`src/rtl/key_event_ctrl.sv`:
```
// Keypad event controller: expands per-row new-press masks into 4-bit key codes
// and queues them in a FIFO drained through a valid/ready handshake.
module key_event_ctrl #(
    parameter int DEPTH = 8
) (
    input  logic                     clk,
    input  logic                     rst_n,
    input  logic                     en,
    input  logic                     row_rdy,
    input  logic [1:0]               hi,
    input  logic [3:0]               col_out,
    output logic                     key_valid,
    output logic [3:0]               key_code,
    input  logic                     key_ready,
    output logic [$clog2(DEPTH):0]   fifo_count,
    output logic                     ovf,
    input  logic                     clr_ovf,
    output logic                     irq
);

    localparam int AW = $clog2(DEPTH);

    typedef enum logic [1:0] {IDLE, SAMPLE, SCAN} state_t;

    state_t        state_q, state_d;
    logic [3:0]    mask_q, mask_d;
    logic [1:0]    row_q, row_d;
    logic [1:0]    col_idx_q, col_idx_d;
    logic [AW:0]   wptr_q, wptr_d, rptr_q, rptr_d, count_q, count_d;
    logic [3:0]    mem_q [DEPTH];
    logic          valid_q, valid_d;
    logic [3:0]    code_q, code_d;
    logic          ovf_q, ovf_d;
    logic          push_req, do_push, do_pop, full, collide;
    logic [3:0]    push_code;

    // Scan FSM: one SAMPLE cycle, then four SCAN cycles walking the columns.
    always_comb begin
        state_d   = state_q;
        mask_d    = mask_q;
        row_d     = row_q;
        col_idx_d = col_idx_q;
        push_req  = 1'b0;
        collide   = 1'b0;
        unique case (state_q)
            IDLE: begin
                if (row_rdy && en) state_d = SAMPLE;
            end
            SAMPLE: begin
                mask_d  = col_out;
                row_d   = hi;
                collide = row_rdy && en;
                if (col_out == 4'hF) begin
                    state_d = IDLE;
                end else begin
                    col_idx_d = 2'd0;
                    state_d   = SCAN;
                end
            end
            SCAN: begin
                collide   = row_rdy && en;
                push_req  = !mask_q[col_idx_q];
                col_idx_d = col_idx_q + 2'd1;
                if (col_idx_q == 2'd3) state_d = IDLE;
            end
            default: state_d = IDLE;
        endcase
    end

    assign push_code = {row_q, col_idx_q};

    // FIFO bookkeeping; a pop in the same cycle frees the slot for a push at full.
    always_comb begin
        full    = ((wptr_q ^ rptr_q) == {1'b1, {AW{1'b0}}});
        do_pop  = valid_q && key_ready;
        do_push = push_req && (!full || do_pop);
        wptr_d  = wptr_q + {{AW{1'b0}}, do_push};
        rptr_d  = rptr_q + {{AW{1'b0}}, do_pop};
        count_d = count_q + {{AW{1'b0}}, do_push} - {{AW{1'b0}}, do_pop};
        valid_d = (count_d != '0);
        code_d  = code_q;
        if (do_push && (count_q == {{AW{1'b0}}, do_pop})) begin
            code_d = push_code;
        end else if (count_d != '0) begin
            code_d = mem_q[rptr_d[AW-1:0]];
        end
        ovf_d = ovf_q;
        if (collide || (push_req && !do_push)) begin
            ovf_d = 1'b1;
        end else if (clr_ovf) begin
            ovf_d = 1'b0;
        end
    end

    always_ff @(posedge clk or negedge rst_n) begin
        if (!rst_n) begin
            state_q   <= IDLE;
            mask_q    <= 4'd0;
            row_q     <= 2'd0;
            col_idx_q <= 2'd0;
            wptr_q    <= '0;
            rptr_q    <= '0;
            count_q   <= '0;
            valid_q   <= 1'b0;
            code_q    <= 4'd0;
            ovf_q     <= 1'b0;
        end else begin
            state_q   <= state_d;
            mask_q    <= mask_d;
            row_q     <= row_d;
            col_idx_q <= col_idx_d;
            wptr_q    <= wptr_d;
            rptr_q    <= rptr_d;
            count_q   <= count_d;
            valid_q   <= valid_d;
            code_q    <= code_d;
            ovf_q     <= ovf_d;
        end
    end

    always_ff @(posedge clk) begin
        if (do_push) mem_q[wptr_q[AW-1:0]] <= push_code;
    end

    assign key_valid  = valid_q;
    assign key_code   = code_q;
    assign fifo_count = count_q;
    assign ovf        = ovf_q;
    assign irq        = valid_q;

endmodule
```
`config.mk`:
```
export PLATFORM = sky130hd
export DESIGN_NAME = key_event_ctrl
export DESIGN_NICKNAME = d
export VERILOG_FILES = /design/src/rtl/key_event_ctrl.sv
export SDC_FILE = /design/constraint.sdc
export NUM_CORES = 1
export LEC_CHECK = 0
export BUFFER_PORTS_ARGS = -buffer_cell sky130_fd_sc_hd__buf_4
export CAP_MARGIN = 20
export CORE_MARGIN = 2
export CORE_UTILIZATION = 45
export CTS_CLUSTER_DIAMETER = 40
export DETAILED_ROUTE_END_ITERATION = 7
export GPL_TIMING_DRIVEN = 0
export PLACE_DENSITY = 0.65
export SLEW_MARGIN = 20
export SYNTH_ARGS = -nofsm -noshare
export SYNTH_HDL_FRONTEND = slang
export SYNTH_SLANG_ARGS = --single-unit
```
`constraint.sdc`:
```
create_clock -name clk -period 2.8 [get_ports clk]
set_input_delay 0.84 -clock clk [delete_from_list [all_inputs] [get_ports clk]]
set_output_delay 0.84 -clock clk [all_outputs]
set_load 0.005 [all_outputs]
```
==> metrics <==
max_slew headroom=58.3%; status=finished with violations; initial antenna violation count=0; synthesis warning total=0; post-route DRC violation count=0; diode count=0; Chip Height=81.4 um; DR WL/cell=16.3 um; final design utilization=a little under three fifths; Post-CTS Hold Buffers=0; CP required=~3 ns; Die Wd=81.4 um; Clk pwr share=17.3%; Seq pwr share=roughly 36%; violated checks=setup timing; number of global-route vias before repair=1556; max-cap violation count=0; DR iter-0 viols=55; Worst-Skew Late Latency=0.33 ns; drt total wl=4790 um; syn_nets=197; Setup crit end kind=flop; gpl congestion=0.790; DR vias/cell=5.13; Clock Tree Buf Depth=2; post-placement setup slack=-0.798 ns; Top Ports=23; syn_area_per_cell=15.7 um2; Non-Filler Instances=approximately 290; largest net degree at the start of global routing=29; most common library cell in the layout ignoring fill and taps=edfxtp_1; clock slew at reported path FFs=0.07 ns; RSZ-0062 raised after global routing=true; Buffers on Ports=22; clock tree from TritonCTS=done; first-pass GRT wire length=approximately 7600 um; crit start category=input port; Switch Pwr=0.00129 W; worst hold margin=~0.42 ns; Unique masters post-synth=36; final setup vio count=4; number of routed nets with antenna violations=0; WP data arrival=3.28 ns; sequential fraction of the synthesis area=between 60% and 70%; CTS buffer count=9; dpl cells=269; Comb power frac=between 40 and 50%; Root Driver=clkbuf_8; core box area=between 5000 and 6000 um2; min setup slack post-route=-0.266 ns; Max Fclk=about 0.33 GHz; Max Fanout on Critical Path=5; worst slew pin tran=0.621 ns; Post-Syn Area=2700 um2; Fin. Hold Viols=0; leading cell types in the layout, fill and taps excluded=edfxtp_1 (32), buf_4 (31), dfrtp_1 (25), clkbuf_8 (12), mux2_2 (12); minimum clock period after layout=a little over 3 ns; hold crit path type=input port to asynchronous set/reset pin; synth-to-layout area growth=24.5%; Mapped Cells=approximately 170; VDD IR-drop max=0.000663 V; fin crit share=109%; DRT Pass-1 Iters=4; die area=roughly 6600 um2; Sink Count=60; DP Wirelength=3230 um; # rows=28; grt total ovfl=0; Yosys reg bits=60; Final Max Slew Viols=0; Initial Util=46.1%; P per Cell Area=1160 nW/um2; H-Tree Level Count=3; Setup Skew=about 0.0084 ns; total number of vias=1507; Lkg Pwr=between 1 and 1.5 nW; internal power=0.00259 W; switching part of the total=33.2%; crit path kind=input port to flop; Total GRT Usage=16.0%; Final nets=239; Pwr Total=0.00388 W; layout cell share with drive strength beyond 1=approximately two fifths
[kinds of logic (layout without fill, tap and decap cells)]
family,Yosys count,count (layout),share of synthesized area (%)
flops,60,60,61.6
mux,31,31,17.3
simple gates,31,31,5.56
buf+inv,14,61,2.41
fa+ha+maj,13,13,6.30
compound gates,12,12,2.97
xor+xnor,11,11,3.85
[path summary, 6_finish.rpt]
path	startpoint	end	slack, ns	cells after the start
worst max-delay path	key_ready	key_code[0]	-0.27	13
worst min-delay path	rst_n	mask_q[0]	0.42	1
worst max register to register	state_q[0]	key_code[0]	-0.26	13
worst min register to register	wptr_q[3]	wptr_q[3]	0.50	1
max in group asynchronous	rst_n	col_idx_q[1]	2.08	1
min in group clk	wptr_q[3]	wptr_q[3]	0.50	1
[timing repair]
action / in CTS / in global routing
buffers inserted: 6 / 3
pin swaps: 4 / 3
cloned: 0 / 0
gates resized for setup: 18 / 2
endpoints found under the setup margin: 5 / 4
endpoints found under the hold margin: 0 / 0
[power by group through the flow]
stage | registers [W] | clock network [W] | logic, W
floorplan | 0.00138 | 0 | 0.00117
global placement | 0.00141 | 0 | 0.00145
detailed placement | 0.00143 | 0 | 0.00151
CTS | 0.00142 | 0.000688 | 0.00176
global route | 0.00145 | 0.000730 | 0.00196
finish | 0.00141 | 0.000671 | 0.00180
[metal layers]
layer	wire [um]	vias to the layer above	GRT usage [%]
met5	0	-	0
met4	82	0	7.63
met3	152	8	4.40
met2	2540	23	27.0
met1	2020	760	18.9
li1	-	716	-
[metrics by stage]
step	setup TNS [ns]	cell area, um2
2_1_floorplan	-1.51	2770
3_3_place_gp	-2.74	3030
3_5_place_dp	-3.14	3030
4_1_cts	-0.876	3330
5_1_grt	-1.56	3360
6_report	-0.969	3360
[critical path, cell delays in order]
cell      delay, ns
buf_4          0.11
and2_4         0.13
clkbuf_8       0.15
nor2_4         0.09
a21oi_2        0.06
nand2b_1       0.07
nand2_1        0.06
ha_2           0.19
fa_2           0.51
nor4_4         0.34
mux2i_4        0.16
mux2_4         0.32
mux2_4         0.25
[cell type report]
| cell class | instances | area (um2) |
|---|---|---|
| sequential | 60 | 1670 |
| tap | 75 | 93.8 |
| multi-input combinational | 98 | 1120 |
| inverter | 8 | 30.0 |
| buffer | 6 | 45.0 |
| fill | 460 | 2490 |
| timing repair buffer | 31 | 236 |
| clock buffer | 14 | 163 |
| clock inverter | 2 | 8.76 |
[cell usage after synthesis, drive strengths merged]
cell type  count  area, um2
mux4           8        210
o21ai          3       15.0
nand3          2       10.0
nor4           1       6.26
nand4          1       6.26
fa             1       20.0
and2           1       6.26
a2bb2oi        1       8.76
inv            8       30.0
a21o           1       7.51
ha            12        150
buf            4       27.5
edfxtp        32        961
mux2i          4       43.8
nand2          9       33.8
a32oi          1       8.76
a41oi          1       8.76
a21oi          4       23.8
nor4b          1       8.76
xnor2          4       35.0
dfrtp         28        701
nand2b         4       25.0
nor2b          2       12.5
xor2           7       68.8
mux2          19        214
nor2           7       26.3
clkbuf         2       7.51
o21a           1       7.51
nor3           3       15.0
[sequential cells by signal (all words and copies together), names as in the netlist]
name,flops
state_q,2
key_code,4
irq,1
row_q,2
mask_q,4
rptr_q,4
mem_q,32
wptr_q,4
col_idx_q,2
fifo_count,4
ovf,1
Note: power is estimated with default switching activity, not from simulation.
